$ cat config.mk
export PLATFORM = sky130hd
export DESIGN_NAME = bit_reversal_buffer
export DESIGN_NICKNAME = d
export VERILOG_FILES = /design/src/rtl/bit_reversal_buffer.sv
export SDC_FILE = /design/constraint.sdc
export NUM_CORES = 1
export LEC_CHECK = 0
export BUFFER_PORTS_ARGS = -buffer_cell sky130_fd_sc_hd__buf_2
export CAP_MARGIN = 20
export CELL_PAD_IN_SITES_DETAIL_PLACEMENT = 1
export CELL_PAD_IN_SITES_GLOBAL_PLACEMENT = 1
export CORE_ASPECT_RATIO = 0.9
export CORE_MARGIN = 2
export CORE_UTILIZATION = 33
export DETAILED_ROUTE_END_ITERATION = 16
export PLACE_DENSITY_LB_ADDON = 0.1
export REMOVE_ABC_BUFFERS = 1
export SLEW_MARGIN = 0
export SYNTH_ARGS = -nofsm -noshare
export SYNTH_HDL_FRONTEND = slang
export SYNTH_SLANG_ARGS = --single-unit
$ cat constraint.sdc
create_clock -name clk -period 6.5 [get_ports clk]
set_input_delay 1.3 -clock clk [delete_from_list [all_inputs] [get_ports clk]]
set_output_delay 1.3 -clock clk [all_outputs]
set_load 0.1 [all_outputs]
$ cat src/rtl/bit_reversal_buffer.sv
// rtl/bit_reversal_buffer.sv - ping-pong frame buffer emitting natural or bit-reversed word order
// Optional BITREV_FRAME_FLAGS_EN adds out_first/out_last frame markers.
module bit_reversal_buffer #(
  parameter int DATA_W = 8,
  parameter int LOG_N  = 3
) (
  input  logic              clk,
  input  logic              rst,
  input  logic [DATA_W-1:0] in_data,
  input  logic              in_valid,
  output logic              in_ready,
  input  logic              reverse_en,
  output logic [DATA_W-1:0] out_data,
  output logic              out_valid,
`ifdef BITREV_FRAME_FLAGS_EN
  output logic              out_first,
  output logic              out_last,
`endif
  input  logic              out_ready
);

  localparam int N = 2 ** LOG_N;
  localparam logic [LOG_N-1:0] IDX_LAST = '1;

  logic [DATA_W-1:0] mem [2][N];

  logic             wr_bank;
  logic [LOG_N-1:0] wr_idx;
  logic             rd_bank;
  logic [LOG_N-1:0] rd_idx;
  logic [1:0]       full;
  logic [1:0]       mode;

  logic             wr_fire;
  logic             rd_fire;
  logic [LOG_N-1:0] rd_addr;

  function automatic logic [LOG_N-1:0] bitrev(input logic [LOG_N-1:0] v);
    logic [LOG_N-1:0] r;
    for (int i = 0; i < LOG_N; i++) begin
      r[i] = v[LOG_N-1-i];
    end
    return r;
  endfunction

  // Full flags guarantee the writer and reader never share a bank.
  assign in_ready  = ~full[wr_bank];
  assign out_valid = full[rd_bank];
  assign wr_fire   = in_valid & in_ready;
  assign rd_fire   = out_valid & out_ready;
  assign rd_addr   = mode[rd_bank] ? bitrev(rd_idx) : rd_idx;
  assign out_data  = out_valid ? mem[rd_bank][rd_addr] : '0;

`ifdef BITREV_FRAME_FLAGS_EN
  assign out_first = out_valid & (rd_idx == '0);
  assign out_last  = out_valid & (rd_idx == IDX_LAST);
`endif

  always_ff @(posedge clk) begin
    if (wr_fire) begin
      mem[wr_bank][wr_idx] <= in_data;
    end
  end

  always_ff @(posedge clk or posedge rst) begin
    if (rst) begin
      wr_bank <= 1'b0;
      wr_idx  <= '0;
      rd_bank <= 1'b0;
      rd_idx  <= '0;
      full    <= '0;
      mode    <= '0;
    end else begin
      if (wr_fire) begin
        if (wr_idx == '0) begin
          mode[wr_bank] <= reverse_en;
        end
        if (wr_idx == IDX_LAST) begin
          full[wr_bank] <= 1'b1;
          wr_bank       <= ~wr_bank;
          wr_idx        <= '0;
        end else begin
          wr_idx <= wr_idx + LOG_N'(1);
        end
      end
      if (rd_fire) begin
        if (rd_idx == IDX_LAST) begin
          full[rd_bank] <= 1'b0;
          rd_bank       <= ~rd_bank;
          rd_idx        <= '0;
        end else begin
          rd_idx <= rd_idx + LOG_N'(1);
        end
      end
    end
  end

endmodule

Yosys cells after proc, flatten, opt, wreduce, memory -nomap -nowiden. Memory sizes are Yosys's and may differ from the RTL's. Index checks and enable logic that the tools add are counted.

Register bits: 12. Memories kept: 1. Word-level logic and storage cells: 61. Output and inout port bits: 10. RAM bits: 128.

Memories: mem (depth 2, bits a word 64, rd ports 1, clocked after memory_dff 0, wr ports 1, line 25) `logic [DATA_W-1:0] mem [2][N];`.

Reductions and logical operators: 7. Muxes and demuxes: 26. Magnitude comparators: 7. Equality and inequality tests: 2. $add $sub $neg: 2. Bitwise operators: 10.

Operator list (count): 64-bit two-way mux (1); 8-bit two-way mux (4); 8-bit binary-select mux with 3-bit select (1); 8-bit demux with 3-bit select (1); 1-bit two-way mux (9); 3-bit two-way mux (3); 4-bit >= comparator, second input constant (2); 2-bit two-way mux (4); 3-bit inverter with 4-bit output (2); 3-bit by 1-bit adder with 3-bit output, second input constant (2); 3-bit equality test, second input constant (2); 2-bit AND reduction (3); 1-bit by 2-bit less-than comparator with 1-bit output, second input constant (2); 4-bit by 1-bit less-than comparator with 1-bit output, second input constant (1); 1-bit logical AND (3); 3-bit logical NOT (1); 1-bit inverter (3); 1-bit bitwise AND (2); 2-bit bitwise AND (1); 2-bit bitwise mux (1); 1-bit demux with 1-bit select (2); 1-bit >= comparator, second input constant (2); 2-bit inverter (1); 2-bit bitwise OR (1).

Longest topological paths before layout. Gate-level depths: netlist of the first run.

Depth in word-level cells: 10. Depth in mapped cells: 7. Mapped depth without buffers: 5.

Worst setup path before layout of the first run. No wires, ideal clock.

Path type: register to output. Start point: register rd_bank. End point: output port out_data[5]. Cell stages (with the launch flop): 7. Setup slack: 2423 ps. Arrival time: 2777 ps. Buffers on the path: 1. Cells stage by stage: dfrtp_1 mux2i_4 mux2i_4 buf_4 mux2_2 a22oi_1 nand4_1.

Longest elaborated chain between the ends: 8. Elaborated cells between the ends (all ways): 11. Those cells by class: mux (9); bitwise (1); memory (1).

Ends and longest elaborated chain: start: declaration (line 29) `logic rd_bank;`; start signal: assignment (line 89) `rd_bank <= ~rd_bank;`; 1-bit two-way mux (not written as such) (2 in series) (line 51) `assign rd_addr = mode[rd_bank] ? bitrev(rd_idx) : rd_idx;`; 3-bit two-way mux (line 51); 3-bit inverter with 4-bit output (not written as such) (line 52) `assign out_data = out_valid ? mem[rd_bank][rd_addr] : '0;`; 8-bit binary-select mux with 3-bit select (line 52); 8-bit two-way mux (not written as such) (2 in series) (line 52); 8-bit two-way mux (*) (line 52); end: declaration (line 13) `output logic [DATA_W-1:0] out_data,`.

Mark *: on every way between the ends. The rest lies on a longest branch, timed or not. The select of a mux whose other input is x is not followed.

Worst setup path in the final report of the first run.
Start point: register rd_bank. End point: output port out_data[2].

The elaborated chain is that of the path after synthesis.

==> results, run 1 <==
- Of all flip-flops after synthesis, the portion carrying an async set or reset was 8.571%.
- Of the synthesized area, sequential elements account for 72.25%.
- The critical-path maximum fanout is 61.
- For this design the ratio of total power to cell area is 527.9 mW/mm².
- Clock tree synthesis found a total of 140 sinks.
- The worst vdd rail ir drop is between 200 and 250 µV.
- The utilization after layout is 39.49%.
- The cell with the largest stage delay on the worst path is sky130_fd_sc_hd__buf_4.
- The setup slack of the worst register-to-register path is between 3 and 4 ns.
- The clock tree from TritonCTS is yes.
- The path with the worst hold slack has its endpoint at wr_bank$_DFFE_PP0P_.
- The worst min-delay path startpoint is full[0]$_DFF_PP0_.
- Across the run, the number of max-cap violations was 0.
- The length in cells of the worst reg-to-reg path is 5.
- For this configuration, the core starts out at a cell density of 33.84%.
- In the final layout, the share of cells above drive strength 1 is 23.74%.
- The first global-routing pass estimated 20940 µm of wire.
- The count of hold buffers inserted by post-cts repair is 0.
- The die is roughly 140 µm wide.
- The static leakage power is 2.319 nW.
- The Yosys step of the flow raised 0 warnings.
- The overall die height is around 130 µm.
- Entering global routing, the biggest net connects 62 pins.
- The type of the worst setup path is reg2out.
- The number of flops mapped to enable cells by yosys is 128.
- The post-CTS setup buffer count is 0.
- Of all cell types, the one taking the most synthesized area is sky130_fd_sc_hd__edfxtp_1.
- Clock latency on the worst-skew pair, taken at its later pin, is 0.42 ns.
- The area growth from synthesis to layout is 16.69%.
- The predominant post-synthesis flop cell is sky130_fd_sc_hd__edfxtp_1.
- The number of levels in the clock H-tree is 4.
- STA classifies the critical path endpoint as an output port.
- The final wirelength is 13700 µm.
- The overall global routing resource usage is 16.14%.
- OpenSTA, run right after detailed placement, puts the worst setup slack at about 2 ns.
- The layout has 1706 filler cells.
- The number of core rows is 45.
- The number of max-slew violations in the final report was 0.
- The startpoint of the most critical setup path is rd_bank$_DFFE_PP0P_.
- The area of the mapped netlist is 0.005736 mm².
- The number of antenna violations at the first check in global routing is 0.
- Dividing the final minimum period by the clock period gives 75.84%.
- The number of gates resized after CTS was 0.
- The count of unresolved DRC violations after routing is 0.
- The number of nets in the final layout is 401.
- The overall overflow remaining after global route is 0.
- Setup repair after global routing left no endpoint under its margin.
- The post-synthesis cell count is 347.
- The actual transition at the worst max-transition pin is 1.097 ns.
- In this run the remaining antenna-violating nets after routing total 0.
- The time the final worst path needs with I/O delays and setup is 4.929 ns.
- After clock tree synthesis, the clock-pin slew on the worst setup and hold paths is 0.06 ns.
- Once detailed placement completed, the half-perimeter wirelength came to 8891 µm.
- The number of buffers inserted by port buffering is 22.
- The cell with the most instances on the worst path is sky130_fd_sc_hd__mux2i_4.
- The floorplan step defined a die boundary enclosing roughly 0.018 mm².
- After synthesis, the cell types taking the most area are sky130_fd_sc_hd__edfxtp_1, sky130_fd_sc_hd__mux2_2, sky130_fd_sc_hd__dfrtp_1.
- Static timing analysis puts the maximum clock frequency at 202.9 MHz.
- The mean routed wirelength per cell is 21.71 µm.
- The worst setup slack after layout is 1.571 ns.
- In this run, synthesis produced a sequential element count of 140.
- The run finished with clean final reports.
- The worst setup path is launched from a flip-flop.
- The number of I/O pins is 23.
- The largest single stage delay on the critical path is 0.71 ns.
- The placeable core region is 0.01695 mm².
- Counting distinct cell types in the post-synthesis netlist gives 33.
- The weighted congestion reported at the end of routability-driven placement is ~0.7.
- The number of optimization iterations in the first detailed-route pass is 4.
- The repair_antennas step left the layout with diodes totalling 0.
- The most common cell in the synthesized netlist is sky130_fd_sc_hd__edfxtp_1.
- The final instance area is 0.006693 mm².
- The average instance in the mapped netlist occupies roughly 17 µm².
- The critical path data arrival time is 3.63 ns.
- The worst clock skew is 0.008436 ns.
- The placement-stage cell area is slightly above 0.006 mm².
- The via count normalized by instance count is approximately 5.0.
- The number of endpoints with negative hold slack in the final report is 0.
- The critical path goes through mux2i_4 -> mux2i_4 -> buf_4 -> mux2_2 -> a22oi_1 -> nand4_1 -> buf_2.
- The tree is rooted in a sky130_fd_sc_hd__clkbuf_16.
- The count of routing violations after the opening detailed-route iteration is 226.
- Summed over all failing endpoints, the final setup total negative slack is 0 ns.
- The number of clock buffers inserted by TritonCTS is 17.
- The data required time of the worst path is 5.20 ns.
- Headroom to the max-slew limit came out at between 20% and 30%.
- In this run the deepest clock path goes through 2 buffers.
- The tightest min-delay check is of the reg2reg type.
- The commonest cells after synthesis are sky130_fd_sc_hd__edfxtp_1, sky130_fd_sc_hd__mux2_2, sky130_fd_sc_hd__mux2i_1, sky130_fd_sc_hd__nor2_1, sky130_fd_sc_hd__nor3_1.
- The capture instance of the worst register-to-register path is mem[1][37]$_DFFE_PP_.
- The worst hold margin is 0.5972 ns.
- The startpoint identified for the worst register-to-register timing path is wr_bank$_DFFE_PP0P_.
- The via count of the first global-routing pass is around 3300.
- Setup violations remaining at the end of the flow were counted as 0.
- The total vias in the final route is 3152.
- Of the post-synthesis cell area, the dominant cell type holds 67.02%.
- The hold path depth is 1.
how the worst max path moves through the flow:
stage                  endpoint  slack (ns)
floorplan           out_data[5]        1.53
global placement    out_data[2]        2.02
detailed placement  out_data[2]        2.03
CTS                 out_data[2]        1.57
global route        out_data[2]        1.35
finish              out_data[2]        1.57
critical path: cells and delay by family, from the launching register on:
kind | cells | cell delay, ns
muxes | 3 | 1.06
AOI/OAI and AO/OA | 1 | 0.44
and+or+nand+nor | 1 | 0.16
DFF | 1 | 0.46
buffers and inverters | 2 | 1.04
layer usage:
| metal | up-vias | share of wire (%) | track usage (%) | wire length [µm] |
|---|---|---|---|---|
| li1 | 1457 | - | - | - |
| met1 | 1634 | 50 | 22.66 | 6917 |
| met2 | 48 | 45 | 24.49 | 6157 |
| met3 | 13 | 3.5 | 4.472 | 484 |
| met4 | 0 | 1.0 | 5.067 | 142 |
| met5 | - | 0 | 0 | 0 |
per-stage QoR:
step	power, mW	cells
after floorplan	2.284	334
final	3.533	631
after global routing	3.697	631
after CTS	3.565	629
after global placement	2.605	597
after detailed placement	2.622	597
cells in the final DEF (no fill, tap or decap), types with 8 or more instances in the layout:
master / n
sky130_fd_sc_hd__dfrtp_1: 12
sky130_fd_sc_hd__nand4_1: 10
sky130_fd_sc_hd__nand2_1: 14
sky130_fd_sc_hd__edfxtp_1: 128
sky130_fd_sc_hd__nor3_1: 15
sky130_fd_sc_hd__buf_2: 22
sky130_fd_sc_hd__clkbuf_16: 17
sky130_fd_sc_hd__o22a_1: 8
sky130_fd_sc_hd__mux2i_1: 29
sky130_fd_sc_hd__nor2_1: 28
sky130_fd_sc_hd__mux2_2: 31
kinds of logic after synthesis:
group / share of synthesized area [%]
flip-flops: 72.25
buffers and inverters: 1.636
AND/OR/NAND/NOR: 6.043
adder cells (fa/ha/maj): 1.091
multiplexers: 12.33
AO/OA/AOI/OAI: 6.654
power breakdown:
group	leakage, nW	switching, mW	total (mW)	internal, mW
sequential	1.30	0.108	1.18	1.07
clock	0.274	0.381	0.944	0.563
combinational	0.746	0.989	1.41	0.420
total	2.32	1.48	3.53	2.06
registers in the layout (all words and copies together) (netlist names):
| name | cells |
|---|---|
| full | 2 |
| mem | 128 |
| mode | 2 |
| rd_bank | 1 |
| rd_idx | 3 |
| wr_bank | 1 |
| wr_idx | 3 |
cell type report:
cell class              count  area, µm²  area share [%]
clock buffers              17      425.4           6.356
clock inverters            15      148.9           2.225
inverters                   4      15.01          0.2243
multi-input cells         190       1498           22.38
flip-flops and latches    140       4144           61.92
well taps                 235      294.0           4.393
repair buffers             30      167.7           2.505
Power figures use the tool's default switching activity.
==> inputs of run 2 (changes only) <==
Settings changed: ABC_AREA from default to 1.
Clock period 6.5 ns to 5.15 ns, I/O delays scaled along.
==> run 2 against run 1 <==
Compared with the run above:
- final cell count grew 39%
- synthesized cell count grew 70%
- global-route usage grew 1.7 points
- core utilization shrank 0.38 points
- clock-buffer cell count grew 1
- total power grew 34%
- combinational power grew 35%
- sequential power grew 29%
- die area grew 7.3%
- highest routed layer unchanged
==> results, run 2 <==
- The first-pass GRT wire length is 25940 µm.
- The TritonCTS sink count is 140.
- The overall die height is 133.7 µm.
- Measured on the finished design, the core utilization comes to 39.11%.
- The area of the mapped netlist is 0.006168 mm².
- In the final routed layout, each cell accounts on average for 18.62 µm.
- The data required time of the worst path is 4.12 ns.
- The met3 routing resource usage after global routing is 3.973%.
- Across the run, the number of max-cap violations was 0.
- The count of unresolved DRC violations after routing is 0.
- Leaving out fill and tap cells, the most frequent cell in the layout is sky130_fd_sc_hd__edfxtp_1.
- After synthesis, the share of flip-flops with an asynchronous set or reset is 8.571%.
- The number of antenna violations at the first check in global routing is 0.
- Before antenna repair, the detailed router went through 4 iterations.
- The busiest layer in global routing is met2.
- Once layout is done, the placed cells without fillers occupy 0.007176 mm².
- The number of max-slew violations in the final report is 0.
- For this run, global-route usage on met2 was measured as 28.29%.
- The count of inserted antenna diode cells is 0.
- The number of nets in the final layout is 636.
- The weighted congestion reported at the end of routability-driven placement is 0.7917.
- The number of filler cells placed in the layout is 2060.
- Setup repair after global routing left no endpoint under its margin.
- The critical path in this run is classified as reg2out.
- The via count of the first global-routing pass is 4433.
- Of the post-synthesis cell area, the dominant cell type holds 62.31%.
- After layout, the worst setup slack is approximately 0.85 ns.
- For the worst setup path, the data arrival time is 3.27 ns.
- In this run the deepest clock path goes through 2 buffers.
- The number of levels in the clock H-tree is 4.
- The count of endpoints failing setup in the final report is 0.
- The register with the most flip-flops in the layout has about 130 of them.
- Dividing the detail-routed via count by the number of cells gives about 4.8.
- The count of warnings emitted by yosys is 0.
- STA classifies the critical path startpoint as a flip-flop.
- The count of routing violations after the opening detailed-route iteration is 277.
- The overall overflow remaining after global route is 0.
- The cell with the most instances on the worst path is sky130_fd_sc_hd__nor2_1.
- The initial utilization of the core area, before any placement, comes to approximately 34%.
- The critical-path maximum fanout is 21.
- The remaining antenna violation count is 0.
- Counting both buffers and inverters, the worst setup path holds a total of 2.
- Post-CTS timing repair inserted 0 buffers for setup.
- The power density over cell area is 661.2 mW/mm².
- The final wirelength is 16310 µm.
- Across the VDD grid, the largest voltage drop is about 450 µV.
- The flow ran to the end, and the final reports show no timing, DRC or antenna violations.
- Counting instances in the post-synthesis netlist gives the leading cell types as sky130_fd_sc_hd__edfxtp_1, sky130_fd_sc_hd__nand2_1, sky130_fd_sc_hd__inv_1, sky130_fd_sc_hd__nor2_1, sky130_fd_sc_hd__nand3_1.
- The placed instance count is ~840.
- After floorplanning, the core was divided into 47 placement rows.
- The largest total area in the synthesized netlist belongs to sky130_fd_sc_hd__edfxtp_1.
- In the layout the commonest cells are sky130_fd_sc_hd__edfxtp_1, sky130_fd_sc_hd__nand2_1, sky130_fd_sc_hd__inv_1.
- The finished layout holds 876 standard cells, fillers aside.
- The area of the die is ~0.02 mm².
- After synthesis, flip-flops and latches occupy 67.18% of the total area.
- The final-layout setup total negative slack is 0 ns.
- Among all cell types in the netlist, the one instantiated most often is sky130_fd_sc_hd__edfxtp_1.
- The number of I/O pins is 23.
- The total of flip-flops plus latches after synthesis is 140.
- The post-synthesis area per instance is 10.44 µm².
- The count of hold buffers inserted by post-cts repair is 0.
- The total vias in the final route is around 4200.
- Traced cell by cell, the critical path runs through buf_4 -> nand2_1 -> nand3_1 -> nand2_1 -> nor2_1 -> nor2_1 -> nor2_1 -> nor2_1 -> buf_2.
- The clock tree from TritonCTS is yes.
- The stage delay of the slowest cell on the critical path is 0.72 ns.
- The global routing usage on met1 is 24.74%.
- The worst pin sits at a relative slew slack of between 30 and 40%.
- The share of cells above drive strength 1 is a little under an eighth.
- The placement-stage worst setup slack is 1.286 ns.
- The number of buffers inserted by port buffering is 22.
- The largest registers in the layout are mem (128), rd_idx (3), wr_idx (3).
- Dividing the final minimum period by the clock period gives a little over four fifths.
- Clock-pin slew was measured on the worst setup and hold paths at 0.06 ns.
- Across every metal layer, demand over resource in global routing totals between 10% and 20%.
- The actual transition at the worst max-transition pin is approximately 1.0 ns.
- The clock root buffer master is sky130_fd_sc_hd__clkbuf_16.
- In this run the horizontal extent of the chip is 148.1 µm.
- The later pin in the worst-skew pair is clocked with a latency of 0.41 ns.
- Yosys attributes the largest share of cell area to sky130_fd_sc_hd__edfxtp_1, sky130_fd_sc_hd__nand2_1, sky130_fd_sc_hd__inv_1.
- Entering global routing, the biggest net connects 107 pins.
- The number of endpoints with negative hold slack in the final report came to 0.
- The cell with the largest stage delay on the worst path is sky130_fd_sc_hd__nand2_1.
- The most used flip-flop cell after synthesis is sky130_fd_sc_hd__edfxtp_1.
- Ranked by flip-flop count, first place goes to mem.
- The sum of net half-perimeters after detailed placement is 10870 µm.
- The worst clock skew is around 0.0070 ns.
- The number of flops mapped to enable cells by yosys is 128.
- After detailed placement, the total cell area comes to 0.006539 mm².
- Synthesis instantiated 26 different standard cells from the library.
- In this run the worst hold path is classified as reg2reg.
- Synthesis handed over a netlist of 591 instances.
- The placeable core region is 0.01835 mm².
- STA classifies the critical path endpoint as an output port.
- Compared with the post-synthesis result, the final layout area differs by 16.33%.
- The number of clock buffers inserted by TritonCTS is 17.
- The critical path's top delay family is simple AND/OR/NAND/NOR gates.
- The number of gates resized after CTS was 0.
- Summed over all cells, the static leakage comes to 2.863 nW.
- After layout, the minimum clock period comes to between 4 and 5 ns.
- For this run, the top clock speed supported by timing is 232.8 MHz.
==> run 2: logic make-up (layout without fill, tap and decap cells) <==
group / after synthesis / count (layout) / synth area share (%)
and+or+nand+nor: 247 / 247 / 16.86
buffers and inverters: 111 / 151 / 7.464
xor gates and xnor gates: 2 / 2 / 0.2840
AOI/OAI and AO/OA: 85 / 85 / 7.018
DFF: 140 / 140 / 67.18
adders and majority gates: 5 / 5 / 1.014
muxes: 1 / 1 / 0.1825
==> run 2: path summary, 6_finish.rpt <==
check                                   endpoint  slack (ns)  cells after the start           startpoint
min in group asynchronous    wr_bank$_DFFE_PP0P_        0.63                      2                  rst
min                            full[0]$_DFF_PP0_        0.54                      2    full[0]$_DFF_PP0_
max                                  out_data[3]        0.85                      9  rd_bank$_DFFE_PP0P_
min reg2reg                    full[0]$_DFF_PP0_        0.54                      2    full[0]$_DFF_PP0_
max in group asynchronous  rd_idx[1]$_DFFE_PP0N_        4.12                      2                  rst
max reg2reg                 mem[0][16]$_DFFE_PP_        2.58                      7  wr_bank$_DFFE_PP0P_
==> run 2: tightest hold or removal path, delay by kind of cell, from the launching register on <==
family / cells / cell delay [ns]
buffers and inverters: 1 / 0.06
DFF: 1 / 0.36
AOI/OAI and AO/OA: 1 / 0.09
==> run 2: area by class of cell <==
type | instances | area [µm²] | share of cell area (%)
Clock inverter | 14 | 200.2 | 2.790
Multi-Input combinational cell | 340 | 1569 | 21.87
Tap cell | 245 | 306.5 | 4.272
Inverter | 84 | 315.3 | 4.394
Clock buffer | 18 | 429.2 | 5.981
Timing Repair Buffer | 35 | 207.7 | 2.895
Sequential cell | 140 | 4148 | 57.80
==> run 2: through the flow <==
stage	hold WS (ns)	power [mW]
2_1_floorplan	0.4737	2.930
6_report	0.5402	4.745
3_5_place_dp	0.5365	3.470
5_1_grt	0.5826	5.048
4_1_cts	0.5499	4.798
3_3_place_gp	0.5148	3.447
==> run 2: power breakdown <==
part / leakage (nW) / internal, mW / switching [mW]
Sequential: 1.29 / 1.34 / 0.175
Clock: 0.304 / 0.852 / 0.465
Combinational: 1.27 / 0.414 / 1.50
==> run 2: metal layers <==
metal  vias up  routed length, µm
li1       2029                  -
met1      2106               8086
met2        50               7501
met3        10                472
met4         0                253
met5         -                  0
